## config.mk

```make
export PLATFORM = sky130hd
export DESIGN_NAME = sha256_msg_schedule
export DESIGN_NICKNAME = d
export VERILOG_FILES = /design/src/rtl/sha256_msg_schedule.sv
export SDC_FILE = /design/constraint.sdc
export NUM_CORES = 1
export LEC_CHECK = 0
export ABC_CLOCK_PERIOD_IN_PS = 11300
export BUFFER_PORTS_ARGS = -buffer_cell sky130_fd_sc_hd__buf_2
export CAP_MARGIN = 20
export CORE_AREA = 10 10 325 295
export DETAILED_ROUTE_END_ITERATION = 6
export DIE_AREA = 0 0 335 305
export GPL_TIMING_DRIVEN = 0
export PLACE_DENSITY_LB_ADDON = 0.1
export SYNTH_ARGS = -nofsm -noshare
export SYNTH_HDL_FRONTEND = slang
export SYNTH_SLANG_ARGS = --single-unit
```

## constraint.sdc

```tcl
create_clock -name clk -period 11.3 [get_ports clk]
set_input_delay 1.13 -clock clk [delete_from_list [all_inputs] [get_ports clk]]
set_output_delay 1.13 -clock clk [all_outputs]
set_load 0.02 [all_outputs]
```

## src/rtl/sha256_msg_schedule.sv

```systemverilog
// SHA-256 message-schedule expander: loads W0..W15 one word per handshake,
// then streams W0..W63 to the round engine through a sliding 16-word window.
module sha256_msg_schedule #(
  parameter int WORD_W = 32,  // rotation amounts below assume 32
  parameter int ROUNDS = 64
) (
  input  logic              clk,
  input  logic              rst_n,
  input  logic              in_valid,
  output logic              in_ready,
  input  logic [WORD_W-1:0] in_word,
  output logic              out_valid,
  input  logic              out_ready,
  output logic [WORD_W-1:0] out_word,
  output logic [5:0]        out_idx,
  output logic              out_last,
  output logic              busy
);

  typedef enum logic {
    ST_LOAD = 1'b0,
    ST_EMIT = 1'b1
  } state_e;

  state_e            state_q;
  logic [5:0]        cnt_q;
  logic [WORD_W-1:0] win_q [16];
  logic [WORD_W-1:0] win15_d;
  logic              last_cnt;

  function automatic logic [WORD_W-1:0] rotr(input logic [WORD_W-1:0] x, input int n);
    return (x >> n) | (x << (WORD_W - n));
  endfunction

  function automatic logic [WORD_W-1:0] sigma0(input logic [WORD_W-1:0] x);
    return rotr(x, 7) ^ rotr(x, 18) ^ (x >> 3);
  endfunction

  function automatic logic [WORD_W-1:0] sigma1(input logic [WORD_W-1:0] x);
    return rotr(x, 17) ^ rotr(x, 19) ^ (x >> 10);
  endfunction

  assign last_cnt = (cnt_q == 6'(ROUNDS - 1));

  // NOTE: every variable written in always_comb gets a default first, so no
  // path can leave it unassigned and infer a latch.
  always_comb begin
    win15_d = '0;
    // Words past W[ROUNDS-1] are never emitted, so the tail of the window is zero-filled.
    if (cnt_q < 6'(ROUNDS - 16)) begin
      win15_d = sigma1(win_q[14]) + win_q[9] + sigma0(win_q[1]) + win_q[0];
    end
  end

  // NOTE: sequential state uses non-blocking assignments only, so every flop
  // samples the pre-edge values regardless of statement order.
  always_ff @(posedge clk) begin
    if (!rst_n) begin
      state_q <= ST_LOAD;
      cnt_q   <= '0;
      // NOTE: the window is reset explicitly, since it is also the out_word
      // source and a mid-block reset must leave no stale words behind.
      for (int i = 0; i < 16; i++) begin
        win_q[i] <= '0;
      end
    end else begin
      case (state_q)
        ST_LOAD: begin
          if (in_valid) begin
            win_q[cnt_q[3:0]] <= in_word;
            if (cnt_q == 6'd15) begin
              cnt_q   <= '0;
              state_q <= ST_EMIT;
            end else begin
              cnt_q <= cnt_q + 6'd1;
            end
          end
        end
        ST_EMIT: begin
          if (out_ready) begin
            for (int i = 0; i < 15; i++) begin
              win_q[i] <= win_q[i+1];
            end
            win_q[15] <= win15_d;
            if (last_cnt) begin
              cnt_q   <= '0;
              state_q <= ST_LOAD;
            end else begin
              cnt_q <= cnt_q + 6'd1;
            end
          end
        end
        default: begin
          state_q <= ST_LOAD;
          cnt_q   <= '0;
        end
      endcase
    end
  end

  // All outputs decode straight from flops; nothing on the input side reaches them.
  assign in_ready  = (state_q == ST_LOAD);
  assign out_valid = (state_q == ST_EMIT);
  assign busy      = (state_q != ST_LOAD);
  assign out_word  = out_valid ? win_q[0] : '0;
  assign out_idx   = out_valid ? cnt_q : 6'd0;
  assign out_last  = out_valid & last_cnt;

endmodule

```

### Word level (Yosys, flattened, before mapping)

Memories as Yosys holds them, arrays and structs flattened.
Index checks and enable logic that the tools add are counted.

* bits in registers: 7
* bits in latches: 0
* word-level logic and storage cells: 81
* output and inout bits: 42
* memory bits (writable): 512
* bits in read-only memories: 0
* memories: 1

* add/sub/neg operators: 4
* divide/modulo/power cells: 0
* multipliers: 0
* bitwise logic cells: 26
* reductions and logical operators: 2
* equal/unequal tests: 4
* shift-type cells: 0
* muxes and demuxes: 41
* $lt $le $gt $ge: 1

Memory list
* win_q: depth 16, bits a word 32, rd ports 16, clocked after memory_dff 0, wr ports 16, line 27 `logic [WORD_W-1:0] win_q [16];`

Operators with widths (number)
* $mux 32: 19
* $add 32x32->32: 3
* $xor 32x32->32: 2
* $or 13x32->32: 1
* $or 14x32->32: 1
* $or 15x32->32: 1
* $or 25x32->32: 1
* $reduce_or 32->1: 1
* $xor 32x22->32: 1
* $xor 32x29->32: 1
* $mux 6: 5
* $or 1x1->1: 16
* $mux 1: 14
* $pmux 6 s2: 1
* $add 6x1->6 const B: 1
* $eq 6x4->1 const B: 1
* $eq 6x6->1 const B: 1
* $lt 6x6->1 const B: 1
* $mux 4: 1
* $ne 2x2->1 const B: 2
* $pmux 1 s2: 1
* $reduce_and 2->1: 1
* $and 1x1->1: 1
* $not 1->1: 1

### Longest topological paths before layout

* depth in word-level cells: 8
* mapped depth: 16

### Worst setup path before layout

OpenSTA, ideal clock, no wires.

* kind: input to register
* start point: input rst_n
* end point: memory win_q[4][0], enable pin
* library setup time: 0.466 ns
* setup slack: 6.836 ns
* data arrival time: 3.999 ns
* data required time: 10.834 ns
* stages on the path: 4
* path buffers: 1
* path through: clkbuf_1 -> and2_1 -> nand2_1 -> o21ai_0

RTL lines
* start: declaration: line 8 `input logic rst_n,`
* end: declaration: line 27

==> results.cfg <==
[global_routing]
antenna_found_initial = 6
grt_usage_pct = 20.4
grt_max_degree = 33
first_global_vias = 19400
grt_pass1_wl_mm = 149
gr-total-overflow = 0

[pwr]
powerDensity_mw_per_mm2 = 224
vdd_drop_max_v = 0.000140
power_mw = 6.91
leakage_nw = 11.1

[logic_synthesis]
yosys.area.top_type = edfxtp_1
ys_seq_area_share_pct = 58.6
syn_inst = 2269
synth_nets = 2402
yosysTopAreaCellShare_pct = 58.0
synth_flop_cell = edfxtp_1
synth.distinct_cells = 54
netlist_area_mm2 = 0.0265
synth_edf_count = 512
synth.area.top_cells = edfxtp_1, a22o_1, nand2_1, fa_1, o21ai_0
synth.ff_latch_count = 519
avgSynthCellArea_um2 = 11.7
async_flop_share_pct = 0
ys_warn_count = 0

[layout]
drive_gt1_share_pct = 7.62
nNetsFinal = 2536
layout_commonest_cell = edfxtp_1
fin_area_mm2 = 0.0308
area_growth_pct = 16.3
layout_common_cells = edfxtp_1, nand2_1, a22o_1, o21ai_0, clkbuf_1

[timing]
maxSlewViolCount = 0
timing.hold.ws_ns = 0.498
setup_tns_ns = 0
min_period_over_period_pct = 46.9
clock_skew_ns = 0.0484
fmax_mhz = 189
relSlewSlack_pct = 19.2
min_period_ns = 5.30
finalHoldViolations = 0
tightest_slew_ns = 1.21
setup_viol = 0
rsz0062_at_grt = false

[cts]
cts_resized = 0
clock_latency_ns = 0.67
ctsHoldBuffers = 0
cts_made_buffers = 59
cts_root_buf = clkbuf_16
path_clk_slew_ns = 0.06
cts_sinks = 519
cts_tree = done
cts_buffer_depth = 3
cts_max_level = 2
post-cts-setup-buffers = 0

[drt]
antenna_left = 1
drt_iter0_drc = 2234
drt-total-wl_mm = 106
vias_per_cell = 5.33
drc = 0
vias = 19300
wl_per_cell_um = 29.2
firstDrtPassIters = 6

[min_path]
worst_hold_path_type = reg2reg
min_path_cells = 1

[critical_path]
cp_cell_sequence = xnor2_1 > xnor2_1 > fa_1 > inv_1 > fa_1 > inv_1 > ha_1 > a21oi_1 > o32ai_2 > a311oi_2 > o21ai_0 > a311oi_1 > xor2_1 > o21ai_0
crit_required_ns = 11.69
startpoint_type = register
crit_path_max_fanout = 4
end_kind = register
reg2regPathDepth = 14
slowest_stage = edfxtp_1
critPathKind = reg2reg
cp.arrival_ns = 5.70
critPathMaxStageDelay_ns = 0.65

[placed_design]
placed_cell_area_mm2 = 0.0288
gp_congestion = 0.916
hpwl_mm = 81.6
io_buffers = 44

[die]
die_w_um = 335
die_area_mm2 = 0.102
core_area_mm2 = 0.0890
num_rows = 104
initial_utilization_pct = 29.8
die_y_um = 305
ios = 78

[job]
max_cap_viol_count = 0

[status]
status = complete, but fails checks
failed_checks = antenna violations
## final cells by class
cell class	instances	area (µm²)
antenna	6	15.0
buffer	202	769
clock buffer	71	1520
clock inverter	40	457
fill	8952	58200
inverter	158	593
multi-input combinational	1390	9760
sequential	519	15500
tap	1166	1460
timing repair buffer	73	714
## through the flow
step | std cells | worst slack (ns) | util [%]
2_1_floorplan | 2269 | 6.84 | -
3_3_place_gp | 3479 | 4.05 | 31.7
3_5_place_dp | 3506 | 6.11 | 32.4
4_1_cts | 3617 | 6.13 | 34.6
5_1_grt | 3619 | 5.84 | 34.6
6_report | 3625 | 6.00 | 34.6
## metal layers
layer	share of wire, %	GRT usage (%)
met2	45	31.8
met4	3.1	6.24
met1	45	28.4
met3	7.0	3.71
met5	0.029	0
## flip-flops by register name (all words and copies together), names as in the netlist
signal,cells
win_q,512
busy,1
cnt_q,6
## cells by family after synthesis
logic type	after synthesis	synth area share, %
fa+ha+maj	97	6.34
mux	1	0.0378
simple gates	517	7.93
compound gates	635	17.4
xor+xnor	140	4.63
flops	519	58.6
buf+inv	360	5.14
## worst paths after layout
kind | startpoint | to | slack [ns]
worst min-delay path | win_q[3][3]$_DFFE_PP_ | win_q[2][3]$_DFFE_PP_ | 0.50
worst max register to register | win_q[14][21]$_DFFE_PP_ | win_q[15][18]$_DFFE_PP_ | 6.00
worst min register to register | win_q[3][3]$_DFFE_PP_ | win_q[2][3]$_DFFE_PP_ | 0.50
worst max-delay path | win_q[14][21]$_DFFE_PP_ | win_q[15][18]$_DFFE_PP_ | 6.00
## synth_stat cells, drive strengths merged (6+ instances only)
cell,instances
or3,7
nand2,386
inv,158
ha,35
buf,41
and2,10
a21oi,33
a21o,11
nand3,10
xnor2,117
dfxtp,7
fa,62
a22o,322
xor2,23
o21ai,213
nor3,9
nand2b,8
nor2,60
nor2b,8
a32o,6
clkbuf,161
nand4,9
edfxtp,512
## critical path, delay by kind of cell, from the launching register on
| kind | cells | cell delay, ns |
|---|---|---|
| AOI/OAI and AO/OA | 6 | 2.00 |
| adders and majority gates | 3 | 1.18 |
| xor gates and xnor gates | 3 | 1.03 |
| DFF | 1 | 0.65 |
| buffers and inverters | 2 | 0.16 |
## report_power, final
part | internal [mW] | leakage (nW) | total [mW] | switching (mW)
combinational | 0.851 | 4.86 | 2.40 | 1.55
clock | 1.15 | 0.944 | 2.01 | 0.859
sequential | 2.35 | 5.33 | 2.50 | 0.152
No activity file was read; power rests on OpenSTA's default activity.
